--- src/rtl/cla_addsub_pipe.sv ---
// Pipelined carry-lookahead adder/subtractor: one operand slice per stage, with a
// global-enable valid/ready pipe that freezes as a whole when the consumer stalls.
module cla_addsub_pipe #(
  parameter int nBITS   = 32,
  parameter int nSTAGES = 4
) (
  input  logic             clk,
  input  logic             rst_n,
  input  logic             in_valid,
  output logic             in_ready,
  input  logic [nBITS-1:0] ain,
  input  logic [nBITS-1:0] bin,
  input  logic             cin,
  input  logic             sub,
  output logic             out_valid,
  input  logic             out_ready,
  output logic [nBITS-1:0] sum,
  output logic             co,
  output logic             ovf
);

  localparam int W    = nBITS / nSTAGES;
  localparam int LAST = nSTAGES - 1;

  // Returns {carry into slice MSB, slice carry out, slice sum}.
  function automatic logic [W+1:0] cla_slice(input logic [W-1:0] a,
                                             input logic [W-1:0] b,
                                             input logic         c0);
    logic [W-1:0] p;
    logic [W-1:0] g;
    logic [W:0]   c;
    p    = a ^ b;
    g    = a & b;
    c[0] = c0;
    for (int i = 0; i < W; i++) begin
      c[i+1] = g[i] | (p[i] & c[i]);
    end
    return {c[W-1], c[W], p ^ c[W-1:0]};
  endfunction

  logic [nSTAGES-1:0] v_r;
  logic [nSTAGES-1:0] c_r;
  logic [nBITS-1:0]   a_r [nSTAGES];
  logic [nBITS-1:0]   b_r [nSTAGES];
  logic [nBITS-1:0]   s_r [nSTAGES];
  logic               ovf_r;

  logic [nSTAGES-1:0] vi_s;
  logic [nSTAGES-1:0] ci_s;
  logic [nBITS-1:0]   ai_s [nSTAGES];
  logic [nBITS-1:0]   bi_s [nSTAGES];
  logic [nBITS-1:0]   si_s [nSTAGES];
  logic [nBITS-1:0]   s_nxt_s [nSTAGES];
  logic [nSTAGES-1:0] c_nxt_s;
  logic               cm_last_s;
  logic [W+1:0]       res_s;
  logic               adv_s;

  // Stage inputs: stage 0 sees the (possibly inverted) operands, later stages the previous register.
  always_comb begin
    vi_s[0] = in_valid;
    ai_s[0] = ain;
    bi_s[0] = sub ? ~bin : bin;
    ci_s[0] = sub | cin;
    si_s[0] = {nBITS{1'b0}};
    for (int k = 1; k < nSTAGES; k++) begin
      vi_s[k] = v_r[k-1];
      ai_s[k] = a_r[k-1];
      bi_s[k] = b_r[k-1];
      ci_s[k] = c_r[k-1];
      si_s[k] = s_r[k-1];
    end
  end

  // Each stage resolves its own slice; the last one also yields the carry into the word MSB.
  always_comb begin
    cm_last_s = 1'b0;
    res_s     = {(W+2){1'b0}};
    for (int k = 0; k < nSTAGES; k++) begin
      res_s                = cla_slice(ai_s[k][k*W +: W], bi_s[k][k*W +: W], ci_s[k]);
      s_nxt_s[k]           = si_s[k];
      s_nxt_s[k][k*W +: W] = res_s[W-1:0];
      c_nxt_s[k]           = res_s[W];
      cm_last_s            = (k == LAST) ? res_s[W+1] : cm_last_s;
    end
  end

  assign adv_s    = out_ready | ~v_r[LAST];
  assign in_ready = adv_s;

  // Pipeline registers; the whole pipe advances together, bubbles included.
  always_ff @(posedge clk or negedge rst_n) begin
    if (!rst_n) begin
      v_r   <= {nSTAGES{1'b0}};
      c_r   <= {nSTAGES{1'b0}};
      ovf_r <= 1'b0;
      for (int k = 0; k < nSTAGES; k++) begin
        a_r[k] <= {nBITS{1'b0}};
        b_r[k] <= {nBITS{1'b0}};
        s_r[k] <= {nBITS{1'b0}};
      end
    end else if (adv_s) begin
      v_r   <= vi_s;
      c_r   <= c_nxt_s;
      ovf_r <= cm_last_s ^ c_nxt_s[LAST];
      for (int k = 0; k < nSTAGES; k++) begin
        a_r[k] <= ai_s[k];
        b_r[k] <= bi_s[k];
        s_r[k] <= s_nxt_s[k];
      end
    end
  end

  assign out_valid = v_r[LAST];
  assign sum       = s_r[LAST];
  assign co        = c_r[LAST];
  assign ovf       = ovf_r;

endmodule
--- config.mk ---
export PLATFORM = sky130hd
export DESIGN_NAME = cla_addsub_pipe
export DESIGN_NICKNAME = d
export VERILOG_FILES = /design/src/rtl/cla_addsub_pipe.sv
export SDC_FILE = /design/constraint.sdc
export NUM_CORES = 1
export LEC_CHECK = 0
export ABC_AREA = 1
export CAP_MARGIN = 20
export CORE_ASPECT_RATIO = 1.2
export CORE_MARGIN = 2
export CORE_UTILIZATION = 30
export CTS_CLUSTER_SIZE = 30
export DETAILED_ROUTE_END_ITERATION = 8
export HOLD_SLACK_MARGIN = 0.15
export SLEW_MARGIN = 5
export SYNTH_ARGS = -nofsm -noshare
export SYNTH_HDL_FRONTEND = slang
export SYNTH_SLANG_ARGS = --single-unit
--- constraint.sdc ---
create_clock -name clk -period 5.24 [get_ports clk]
set_clock_uncertainty 0.2 [all_clocks]
set_input_delay 1.048 -clock clk [delete_from_list [all_inputs] [get_ports clk]]
set_output_delay 1.048 -clock clk [all_outputs]
set_load 0.05 [all_outputs]
### After elaboration in Yosys (flattened, before gate mapping)

Index checks and enable logic that the tools add are counted.

| storage, ports and cells | value |
|---|---|
| input port bits | 70 |
| flip-flop bits (word level) | 281 |
| output and inout bits | 36 |
| word-level logic and storage cells | 95 |

| operators by class | value |
|---|---|
| muxes and demuxes | 1 |
| bitwise operators | 81 |

Operator list:

| cell | count |
|---|---|
| 8-bit XOR | 8 |
| 1-bit OR | 34 |
| 1-bit AND | 32 |
| 8-bit AND | 4 |
| 32-bit 2-to-1 mux | 1 |
| 32-bit NOT | 1 |
| 1-bit NOT | 1 |
| 1-bit XOR | 1 |

### Depth between registers and ports, before layout

| logic depth | value |
|---|---|
| depth in word-level cells | 19 |
| mapped depth | 15 |
| gate-level depth less buffers | 15 |

### Least setup slack after synthesis

OpenSTA, ideal clock, no wires.

| timing path | value |
|---|---|
| kind | input port to flip-flop |
| start point | in sub |
| end point | reg s_r (netlist bit s_nxt_s[71]) |
| library setup time | 126 ps |
| data required time | 4,914 ps |
| stages on the path | 14 |
| arrival time | 5,004 ps |
| buffers on the path | 2 |
| slack | -90 ps |
| cells stage by stage | buf_2 buf_2 nor2_1 fa_1 fa_1 fa_1 fa_1 fa_1 fa_1 fa_1 inv_1 fa_1 nand2_1 o21ai_0 |

RTL lines:

| what | RTL line | source |
|---|---|---|
| start: declaration | 14 | `input logic sub,` |
| end signal: indexed assignment | 100 | `s_r[k] <= {nBITS{1'b0}};` |
| end signal: indexed assignment | 109 | `s_r[k] <= s_nxt_s[k];` |
| end: declaration | 45 | `logic [nBITS-1:0] s_r [nSTAGES];` |

==> results.md <==
- Status: completed
- Vias in the first global route: 5461
- VDD IR-drop max: 0.000236 V
- Synth Area in XOR/XNOR: 0.875%
- FF/Latch Area: 4630 um^2
- CTS tree: done
- Largest net degree at the start of global routing: 182
- Setup crit end kind: register
- Largest area contributor in the netlist: dfrtp_1
- Area share of and/or/nand/nor cells after synthesis: 19.9%
- Adder-cell share of the synthesized area: 8.00%
- Delay-heaviest family, CP: adder cells
- Pwr dens: 603 nW/um^2
- Synth top area cells: dfrtp_1 (58%), nand2_1 (18%), fa_1 (8.0%)
- Clk root buf: clkbuf_16
- Sequential share of the synthesized area: 57.8%
- Netlist cell types: 15
- Total negative slack: 0 ns
- Main combinational cell family by area after synthesis: simple AND/OR/NAND/NOR gates
- Final hold vios: 0
- # IOs: 106
- Maximum buffer depth of the clock tree: 2
- Die height: roughly 180 um
- Setup CP Type: primary input to register
- Critical path arrival: 5.13 ns
- Startpoint types: primary input
- Mean routed wirelength per cell: between 10 and 15 um
- HP Class: register to register
- Post-synthesis compound-gate area fraction: 6.00%
- Max Cap Viol: 0
- Crit-path max FO: 3
- Initial antenna violation count: 0
- Clock sinks: 185
- Via density: just over 4
- TritonCTS buffer count: 17
- Buf/Inv on CP: 3
- Crit path time final: slightly above 5 ns
- Worst EP required: 5.32 ns
- Clk pwr share: 22.6%
- Layout cells sized above 1: 4.93%
- Crit-path cells: clkdlybuf4s50_1 > buf_4 > xnor2_1 > fa_1 > fa_1 > fa_2 > fa_2 > fa_2 > fa_2 > fa_1 > inv_1 > fa_1 > nand2_1 > o21ai_0
- Final GP Congestion: between 0.7 and 0.8
- Total wire length: 16600 um
- Pre-CTS setup slack: -0.413 ns
- Mean Syn Cell Area: 9.18 um^2
- P_int: 3.66 mW
- Most common cell after layout, fill and taps aside: nand2_1
- TritonRoute pass-1 iters: 5
- Final ANT Viol Nets: 0
- Iteration-0 DRC Markers: 354
- Num rows: 65
- Net Sw Frac: 39.1%
- Mux cell area share after synthesis: 0%
- Post-CTS setup buffers: 0
- FMAX: 0.198 GHz
- Seq pwr share: about two fifths
- Crit path max-delay cell type: fa_1
- Cell Area, Synth: approximately 8000 um^2
- Die area: 28000 um^2
- First-pass GRT wire length: around 28000 um
- Reg clk slew, reported paths: 0.07 ns
- Starting Density: 30.5%
- RSZ-0062 raised after global routing: false
- Final setup fails: 0
- Grt ovf: 0
- DRC viols: 0
- Psw: 2.35 mW
- Placeable Area: 26300 um^2
- Slowest stage delay, CP: 0.43 ns
- Fin nets: 1062
- P&R area growth vs syn: 24.5%
- Combinational cell fraction of total power: 37.8%
- Routed vias: 5403
- Leak: 4.90 nW
- Setup WS post-layout: approximately 0.18 ns
- Crit share post-route: 96.5%
- Syn Nets: roughly 1000
- Die W: 153 um
- Dpl hpwl: 11200 um
- Fillers: 2634
- Normalized max-slew margin: approximately two fifths
- Yosys top cell area share: between 50% and 60%
- Final max-slew violation count: 0
- Overall Power: 6.01 mW
- Final std cells w/o fill: approximately 1300
- Commonest non-fill, non-tap cells in the layout: nand2_1 (386), dfrtp_1 (185), clkdlybuf4s50_1 (104)
- Placed insts: 1276
- Worst skew pair latency: 0.44 ns
- Area of the multi-input gates: 2800 um^2
- Critical path origin: sub
- WHS: 0.258 ns
- Register bit total from synthesis: 185
- Ant. Diodes: 0
- Mapped Cells: 873
- GRT Total Usage: roughly 13%
- Port Buffer Count: 105
- Tightest Pin Transition: 0.914 ns
- Worst r2r src: c_r[1]
- Hold_sp: v_r[2]
- # H-tree levels: 4
- Yosys warning total: 0
per-layer routing:
metal / share of wire [%] / GRT usage [%] / vias to the layer above / routed length, um
li1: - / - / 2811 / -
met3: 3.5 / 2.79 / 19 / 583
met5: 0 / 0 / - / 0
met2: 43 / 18.4 / 105 / 7160
met4: 2.1 / 5.11 / 0 / 342
met1: 51 / 18.4 / 2468 / 8540
through the flow:
stage | utilization (%) | area [um^2]
floorplan | - | 8020
global placement | 35.5 | 9340
detailed placement | 35.5 | 9340
CTS | 37.9 | 9960
global route | 38.0 | 9970
finish | 38.0 | 9970
flip-flops by register name (all words and copies together) (netlist names):
name     cells
s_nxt_s     48
a_r         48
sum         32
c_r          4
v_r          4
ovf          1
b_r         48
worst reg2reg max path: stages, from the launching register on:
cell	delay [ns]
dfrtp_1	0.38
inv_1	0.08
fa_1	0.16
inv_1	0.05
fa_1	0.39
fa_1	0.40
fa_1	0.40
fa_1	0.41
fa_1	0.40
fa_1	0.40
inv_1	0.09
fa_1	0.40
o21ai_0	0.16
area by class of cell:
type                    instances  area share, %
flip-flops and latches        185           46.4
clock buffers                  18           4.41
clock inverters                14           1.88
repair buffers                114           11.5
multi-input cells             550           28.1
well taps                     335           4.20
inverters                      92           3.46
path summary, 6_finish.rpt:
path	to	slack [ns]	cells past startpoint
max	s_nxt_s[71]	0.18	14
min	v_r[3]	0.26	2
max reg2reg	s_nxt_s[23]	1.22	12
min reg2reg	v_r[3]	0.26	2
max in group asynchronous	b_r[88]	3.26	2
min in group asynchronous	a_r[115]	0.52	1
cell usage after synthesis:
master / count
nand2_1: 387
inv_1: 92
o21ai_0: 66
clkbuf_1: 4
xor2_1: 1
o21ai_1: 30
nor2_4: 1
buf_4: 8
buf_6: 1
dfrtp_1: 185
xnor2_1: 7
fa_1: 32
nor2_1: 1
buf_2: 33
nand3_1: 25
power groups by stage:
| stage | Combinational (mW) | Clock, mW | Sequential (mW) |
|---|---|---|---|
| finish | 2.27 | 1.36 | 2.38 |
| global route | 2.61 | 1.45 | 2.47 |
| CTS | 2.33 | 1.40 | 2.39 |
| detailed placement | 2.32 | 0 | 2.42 |
| global placement | 2.28 | 0 | 2.40 |
| floorplan | 1.18 | 0 | 2.81 |
cell families after synthesis:
family          after synthesis
flops                       185
buf+inv                     138
simple gates                414
fa+ha+maj                    32
xor+xnor                      8
compound gates               96
what timing repair did:
action                                  in CTS  in global routing
gates resized for setup                      0                  2
endpoints found under the setup margin       0                  1
hold buffers                                 0                  0
(Power assumes the default switching activity.)
